File: src/rtl/i2s_pkg.sv
// Shared I2S framing helpers: frame length, WS phase boundaries and slot padding.
// Used by both the transmit and receive paths.
package i2s_pkg;

    localparam int MAX_SLOT_W  = 64;
    localparam int DEF_SLOT_W  = 32;
    localparam int FRAME_BITS  = 2 * DEF_SLOT_W;
    localparam int WS_HI_FIRST = DEF_SLOT_W - 1;
    localparam int WS_HI_LAST  = 2 * DEF_SLOT_W - 2;

    function automatic int frame_bits(input int slot_w);
        return 2 * slot_w;
    endfunction

    // WS runs one bit ahead of the channel it selects.
    function automatic logic ws_level(input int b, input int slot_w);
        return (b >= slot_w - 1) && (b <= 2 * slot_w - 2);
    endfunction

    // Left-justify a sample inside its slot, zero-filling the LSBs.
    function automatic logic [MAX_SLOT_W-1:0] pad_slot(input logic [MAX_SLOT_W-1:0] data,
                                                       input int data_w,
                                                       input int slot_w);
        return data << (slot_w - data_w);
    endfunction

endpackage

File: src/rtl/i2s_clkgen.sv
// I2S bit-clock divider: sck toggles every CLK_DIV clks while enabled.
// fall_evt is a combinational strobe, high in the clk whose edge drives sck 1->0.
// enable low clears the divider and parks sck low.
module i2s_clkgen #(
    parameter int CLK_DIV = 16
) (
    input  logic clk,
    input  logic reset,
    input  logic enable,
    output logic sck,
    output logic fall_evt
);

    localparam int CW = (CLK_DIV > 2) ? $clog2(CLK_DIV) : 1;
    localparam logic [CW-1:0] CNT_LAST = CW'(CLK_DIV - 1);

    logic [CW-1:0] cnt;

    always_ff @(posedge clk or posedge reset) begin
        if (reset) begin
            cnt <= '0;
            sck <= 1'b0;
        end else if (!enable) begin
            cnt <= '0;
            sck <= 1'b0;
        end else if (cnt == CNT_LAST) begin
            cnt <= '0;
            sck <= ~sck;
        end else begin
            cnt <= cnt + 1'b1;
        end
    end

    assign fall_evt = enable && sck && (cnt == CNT_LAST);

endmodule

File: src/rtl/i2s_tx.sv
// I2S (Philips) master transmitter: one-entry sample holding buffer feeding a frame shifter.
// ws/sd change on the clk that drives sck low; a pair waits at most one frame in the buffer.
// sample_ready is low while the buffer holds a pair; an empty buffer at frame load sends zeros.
module i2s_tx
    import i2s_pkg::*;
#(
    parameter int DATA_W  = 24,
    parameter int SLOT_W  = 32,
    parameter int CLK_DIV = 16
) (
    input  logic              clk,
    input  logic              reset,
    input  logic              enable,
    input  logic [DATA_W-1:0] left_data,
    input  logic [DATA_W-1:0] right_data,
    input  logic              sample_valid,
    output logic              sample_ready,
    output logic              sck,
    output logic              ws,
    output logic              sd,
    output logic              frame_start,
    output logic              underrun
);

    localparam int FRAME = frame_bits(SLOT_W);
    localparam int BW    = (FRAME > 2) ? $clog2(FRAME) : 1;
    localparam logic [BW-1:0] B_LAST = BW'(FRAME - 1);

    logic              fall_evt;
    logic [BW-1:0]     b;
    logic [BW-1:0]     nb;
    logic [FRAME-1:0]  shift_q;
    logic [FRAME-1:0]  load_word;
    logic              hold_full;
    logic [DATA_W-1:0] hold_l;
    logic [DATA_W-1:0] hold_r;
    logic              load;
    logic              accept;
    logic [MAX_SLOT_W-1:0] l_pad;
    logic [MAX_SLOT_W-1:0] r_pad;

    i2s_clkgen #(
        .CLK_DIV (CLK_DIV)
    ) u_clkgen (
        .clk      (clk),
        .reset    (reset),
        .enable   (enable),
        .sck      (sck),
        .fall_evt (fall_evt)
    );

    always_comb begin
        nb        = (b == B_LAST) ? '0 : b + 1'b1;
        load      = fall_evt && (nb == '0);
        accept    = sample_valid && !hold_full;
        l_pad     = pad_slot(MAX_SLOT_W'(hold_l), DATA_W, SLOT_W);
        r_pad     = pad_slot(MAX_SLOT_W'(hold_r), DATA_W, SLOT_W);
        load_word = hold_full ? {l_pad[SLOT_W-1:0], r_pad[SLOT_W-1:0]} : '0;
    end

    assign sample_ready = !hold_full;

    // Holding buffer runs independently of enable; a capture in a load clk waits a frame.
    always_ff @(posedge clk or posedge reset) begin
        if (reset) begin
            hold_full <= 1'b0;
            hold_l    <= '0;
            hold_r    <= '0;
        end else if (accept) begin
            hold_full <= 1'b1;
            hold_l    <= left_data;
            hold_r    <= right_data;
        end else if (load && enable) begin
            hold_full <= 1'b0;
        end
    end

    always_ff @(posedge clk or posedge reset) begin
        if (reset) begin
            b           <= B_LAST;
            shift_q     <= '0;
            ws          <= 1'b0;
            sd          <= 1'b0;
            frame_start <= 1'b0;
            underrun    <= 1'b0;
        end else if (!enable) begin
            b           <= B_LAST;
            shift_q     <= '0;
            ws          <= 1'b0;
            sd          <= 1'b0;
            frame_start <= 1'b0;
            underrun    <= 1'b0;
        end else begin
            frame_start <= 1'b0;
            underrun    <= 1'b0;
            if (fall_evt) begin
                b  <= nb;
                ws <= ws_level(int'(nb), SLOT_W);
                if (load) begin
                    shift_q     <= load_word;
                    sd          <= load_word[FRAME-1];
                    frame_start <= 1'b1;
                    underrun    <= !hold_full;
                end else begin
                    shift_q <= shift_q << 1;
                    sd      <= shift_q[FRAME-2];
                end
            end
        end
    end

endmodule

File: config.mk
export PLATFORM = sky130hd
export DESIGN_NAME = i2s_tx
export DESIGN_NICKNAME = d
export VERILOG_FILES = /design/src/rtl/i2s_pkg.sv /design/src/rtl/i2s_clkgen.sv /design/src/rtl/i2s_tx.sv
export SDC_FILE = /design/constraint.sdc
export NUM_CORES = 1
export LEC_CHECK = 0
export BUFFER_PORTS_ARGS = -buffer_cell sky130_fd_sc_hd__buf_2
export CAP_MARGIN = 10
export CORE_MARGIN = 2
export CORE_UTILIZATION = 35
export DETAILED_ROUTE_END_ITERATION = 12
export PLACE_DENSITY = 0.52
export SLEW_MARGIN = 20
export SYNTH_ARGS = -nofsm -noshare
export SYNTH_HDL_FRONTEND = slang
export SYNTH_SLANG_ARGS = --single-unit
File: constraint.sdc
create_clock -name clk -period 3.02 [get_ports clk]
set_input_delay 0.151 -clock clk [delete_from_list [all_inputs] [get_ports clk]]
set_output_delay 0.151 -clock clk [all_outputs]
set_load 0.02 [all_outputs]
# Word level (Yosys, flattened, before mapping)
# Cells that the tools add are included.
dict set report word_totals {
  regBits 127
  latch_bits 0
  mem_bits_rw 0
  romBits 0
  in_bits 52
  output_inout_bits 6
  word_cells 53
  n_memories 0
}
dict set report op_classes {
  add_sub_neg 2
  mul 0
  n_div 0
  magnitude_cmp 2
  n_eq_ne 4
  n_shift 0
  n_mux 24
  n_bitwise 1
  n_reduce_logical 9
}
# cell count
set op_table {}
lappend op_table {{63-bit two-way mux} 3}
lappend op_table {{64-bit two-way mux} 1}
lappend op_table {{6-bit two-way mux} 3}
lappend op_table {{1-bit two-way mux} 15}
lappend op_table {{4-bit two-way mux} 2}
lappend op_table {{6-bit by 1-bit adder with 6-bit output, second input constant} 1}
lappend op_table {{6-bit equality test, second input constant} 1}
lappend op_table {{6-bit by 5-bit >= comparator with 1-bit output, second input constant} 1}
lappend op_table {{6-bit <= comparator, second input constant} 1}
lappend op_table {{1-bit logical AND} 6}
lappend op_table {{6-bit logical NOT} 1}
lappend op_table {{4-bit by 1-bit adder with 4-bit output, second input constant} 1}
lappend op_table {{4-bit equality test, second input constant} 1}
lappend op_table {{2-bit by 1-bit inequality test with 1-bit output, second input constant} 2}
lappend op_table {{2-bit nonzero test} 1}
lappend op_table {{1-bit logical NOT} 1}
lappend op_table {{1-bit NOT} 1}

# Depth between registers and ports, before layout
dict set report logic_depth {
  ltp_word 7
  mapped_depth 10
  depth_no_buf 6
}

# Modules after synthesis
# Synthesis repeated with hierarchy kept, for this count alone.
dict set report unflattened {
  cells_unflattened 492
  area_unflattened_um2 5366.4
}
# module instances cells_each area_per_inst_um2
set by_module_without_submodules {}
lappend by_module_without_submodules {i2s_tx 1 473 5134.9}
lappend by_module_without_submodules {i2s_clkgen 1 19 231.5}

# Worst setup path after synthesis
# Ideal clock, no wire load.
dict set report synth_timing {
  path_kind {register -> register}
  startpoint {register b[1]}
  endpoint {register shift_q[24]}
  setup_ns 0.126
  arrival_time_ns 2.097
  t_required_ns 2.894
  slack_ns 0.797
  path_stages_with_launch 11
  path_buffers 4
  synth_period_minus_slack_ns 2.223
  cell_sequence {dfstp_2 > ha_1 > buf_2 > nor4b_2 > a41oi_2 > a21oi_1 > and4_1 > clkbuf_2 > buf_6 > buf_6 > a221o_1}
}
dict set report synth_between {
  elab_chain_len 7
}
# element line_no
set synth_rtl {}
lappend synth_rtl {{start, declared} i2s_tx.sv:30} ;# logic [BW-1:0] b;
lappend synth_rtl {{start signal, assigned} i2s_tx.sv:97} ;# b <= nb;
lappend synth_rtl {{6-bit by 1-bit adder with 6-bit output / 6-bit equality test (equally long branches)} i2s_tx.sv:53} ;# nb = (b == B_LAST) ? '0 : b + 1'b1;
lappend synth_rtl {{6-bit two-way mux (*)} i2s_tx.sv:53}
lappend synth_rtl {{6-bit logical NOT (*)} i2s_tx.sv:54} ;# load = fall_evt && (nb == '0);
lappend synth_rtl {{1-bit logical AND (*)} i2s_tx.sv:54}
lappend synth_rtl {{63-bit two-way mux (*)} i2s_tx.sv:99} ;# if (load) begin
lappend synth_rtl {{63-bit two-way mux (*)} i2s_tx.sv:96} ;# if (fall_evt) begin
lappend synth_rtl {{63-bit two-way mux (*)} i2s_tx.sv:86} ;# end else if (!enable) begin
lappend synth_rtl {{end signal, assigned} i2s_tx.sv:100} ;# shift_q <= load_word;
lappend synth_rtl {{end signal, assigned} i2s_tx.sv:105} ;# shift_q <= shift_q << 1;
lappend synth_rtl {{end, declared} i2s_tx.sv:32} ;# logic [FRAME-1:0] shift_q;
# Mark *: on every way between the ends. The rest lies on a longest branch, timed or not. The select of a mux whose other input is x is not followed.
# A chain may end at the register's enable or synchronous reset.

# Final worst setup path
dict set report layout_timing {
  startpoint {register b[1]}
  endpoint {register shift_q[21]}
}
# The elaborated chain is that of the path after synthesis.

==> flow_summary.toml <==
[cells_and_area]
antenna_cells = 0
final_nets = 565
multiInputGateArea_um2 = 2150
ff_latch_area_um2 = 2990
area.growth.synth_to_final_pct = 28.4
drive_gt1_frac = 0.317
postLayoutCoreUtil = 0.456
instances_no_fill = 706
finalInstanceArea_um2 = 6850
fillCellCount = 1346

[die]
num_rows = 45
start_util = 0.355
core_area_um2 = 15000
pin_count = 58
dieArea_um2 = 16200
die_w_um = 127
die_h_um = 127

[setup_path]
worstPathArrival_ns = 3.10
rrSetupSlack_ns = 0.25
rr_endpoint = "shift_q[21]"
cp_slowest_cell = "a21oi_4"
reg2reg_depth = 6
crit_path_max_fanout = 38
path_delay_family = "compound AO/OA/AOI/OAI gates"
start_kind = "flip-flop"
cp-end-kind = "flip-flop"
cp_slowest_stage_delay_ns = 0.85
critical_path_buf_inv_count = 0
r2r-start = "b[1]"
path_depth = 6
crit_chain = "ha_1 -> nor4b_2 -> a41oi_2 -> nor2_1 -> a21oi_4 -> a221o_1"
criticalPathCategory = "flip-flop to flip-flop"
required_ns = 3.36

[outcome]
status = "finished clean"

[synthesis]
netlist-cell-type-count = 45
synth.area.top_cells = "dfrtp_1 (53%), mux2_2 (10%), a221o_1 (8.8%)"
synthAdderAreaFrac = 0.0117
synth_top_cell_area_share = 0.530
synth_top_family_by_area = "compound AO/OA/AOI/OAI gates"
synth_top_area_cell = "dfrtp_1"
ys_seq_area_frac = 0.560
synth_mux_area_frac = 0.101
ys_ff_latch = 119
synth_xor_area_frac = 0.00962
yosys.area_share.simple = 0.0824
async_flop_share = 1.00
yosys_warnings = 0
synth_edf_count = 0
synthesis.area_um2 = 5330
synth_fp_nets = 464
synth_ff_type = "dfrtp_1"
avgSynthCellArea_um2 = 13.1
synth_cells = 407
synth-compound-area-share = 0.195

[grt]
first_global_vias = 3787
grt_first_pass_wirelength_um = 19200
grt.total_usage = 0.149
grt_max_degree = 50
antenna_found_initial = 0
grt_overflow_total = 0

[cts]
cts_sinks = 119
clk_path_buf_depth = 2
clk_pin_slew_ns = 0.05
cts_buffers = 17
cts_root_buf = "clkbuf_16"
cts_tree = "yes"
h-tree-depth = 4
worstSkewPairLatency_ns = 0.40
cts_resized = 0

[route]
detail_route.iter0.violations = 226
m1WireLength_um = 5290
drc = 0
avgViaCountPerCell = 5.27
dr_wl_met3_um = 351
wl_per_cell_um = 15.7
vias = 3719
ant_nets = 0
first_pass_iters = 4
top_layer_used = "met4"
dr_wl_met2_um = 5310
drt_wl_total_um = 11100

[placement]
dp_cells = 627
post-place-ws_ns = 0.294
io_buffers = 57
placed_area_um2 = 5780
gp_congestion = 0.824
dp_hpwl_um = 6810

[timing]
setup_viol = 0
max_freq_ghz = 0.362
fin_skew_ns = 0.00711
slew_headroom = 0.292
grt_setup_unrepaired = "false"
slew_violations = 0
min_period_ns = 2.77
worstMarginPinSlew_ns = 1.06
setup_slack_ns = 0.255
setup_tns_ns = 0
period_share = 0.916
finalHoldViolCount = 0

[flow_run]
maxCapViolCount = 0

[min_path]
holdCritStartpoint = "enable"
hold_path_end = "b[4]"
min_path_type = "input port to flip-flop"
holdPathStages = 2

[power_and_ir_drop]
peakVddDrop_mv = 0.358
power_density_nw_per_um2 = 557
p_leak_uw = 0.00317
-- state kept, by name, indices dropped and copies added (netlist names), 4 cells and up --
signal        cells
u_clkgen.cnt      4
shift_q          55
hold_l           24
b                 6
hold_r           24
-- routing by layer --
layer  up-vias  GRT usage
li1       1761          -
met5         -          0
met4         0     0.0601
met2        75      0.229
met3        10     0.0352
met1      1873      0.203
-- layout make-up --
cell class | instances | area share
timing repair buffer | 116 | 0.130
multi-input combinational | 250 | 0.315
clock buffer | 28 | 0.0813
tap | 188 | 0.0343
inverter | 4 | 0.00274
clock inverter | 1 | 0.00110
sequential | 119 | 0.436
-- cells by family (layout without fill, tap and decap cells) --
logic type      Yosys count  count (layout)
simple gates             76              76
compound gates          116             116
buf+inv                  38             149
fa+ha+maj                 5               5
xor+xnor                  5               5
flops                   119             119
mux                      48              48
-- how the worst max path moves through the flow --
stage / startpoint / to / slack, ns
after global placement: b[1] / shift_q[24] / 0.36
after CTS: b[1] / shift_q[21] / 0.29
after global routing: b[1] / shift_q[25] / 0.09
after detailed placement: b[1] / shift_q[30] / 0.29
after floorplan: b[1] / shift_q[24] / 0.80
final: b[1] / shift_q[21] / 0.25
-- layout by cell type (no fill, tap or decap), drive strengths merged, types with 2 or more instances in the layout --
cell type    synthesis  final
dfrtp              113    113
buf                 21     66
dlygate4sd3          0     50
mux2                48     48
a221o               47     47
a22o                39     39
clkbuf              13     28
nand2               26     26
and2                15     15
and3                14     14
o21ai               13     13
dfstp                6      6
ha                   5      5
nor2                 5      5
a21oi                4      4
nand3                4      4
inv                  4      3
xnor2                3      3
a21o                 2      2
nand4                2      2
xor2                 2      2
clkinvlp             0      2
a31o                 2      2
nand2b               2      2
and4                 2      2
a2111oi              2      2
nor2b                2      2
-- report_power, final --
part	switching (uW)	internal (uW)	total, uW	leakage, uW
clock network	649	1230	1880	0.000277
registers	51.1	1680	1730	0.00156
logic	80.5	128	208	0.00134
-- per-stage QoR --
| step | power (uW) | hold WS, ns |
|---|---|---|
| after detailed placement | 1920 | 0.387 |
| after floorplan | 1840 | 0.276 |
| after global routing | 3980 | 0.202 |
| after CTS | 3880 | 0.156 |
| after global placement | 1910 | 0.381 |
| final | 3820 | 0.172 |
-- Yosys cell counts (2+ instances only) --
cell,count
dfstp_2,6
nor2b_1,2
buf_4,2
nand2b_1,2
xnor2_1,2
a21oi_1,4
xor2_1,2
nand4_1,2
inv_1,4
a22o_1,39
a31o_2,2
nand3_1,2
buf_6,7
clkbuf_1,12
dfrtp_1,113
buf_1,5
nor2_1,4
buf_2,7
and3_1,14
and4_1,2
ha_1,5
nand2_1,26
and2_1,15
mux2_2,48
a221o_1,47
a21o_1,2
o21ai_0,13
-- repair_timing --
action,in CTS,in global routing
hold buffers,50,0
buffers inserted,0,0
endpoints found under the hold margin,88,0
Power figures use the tool's default switching activity.
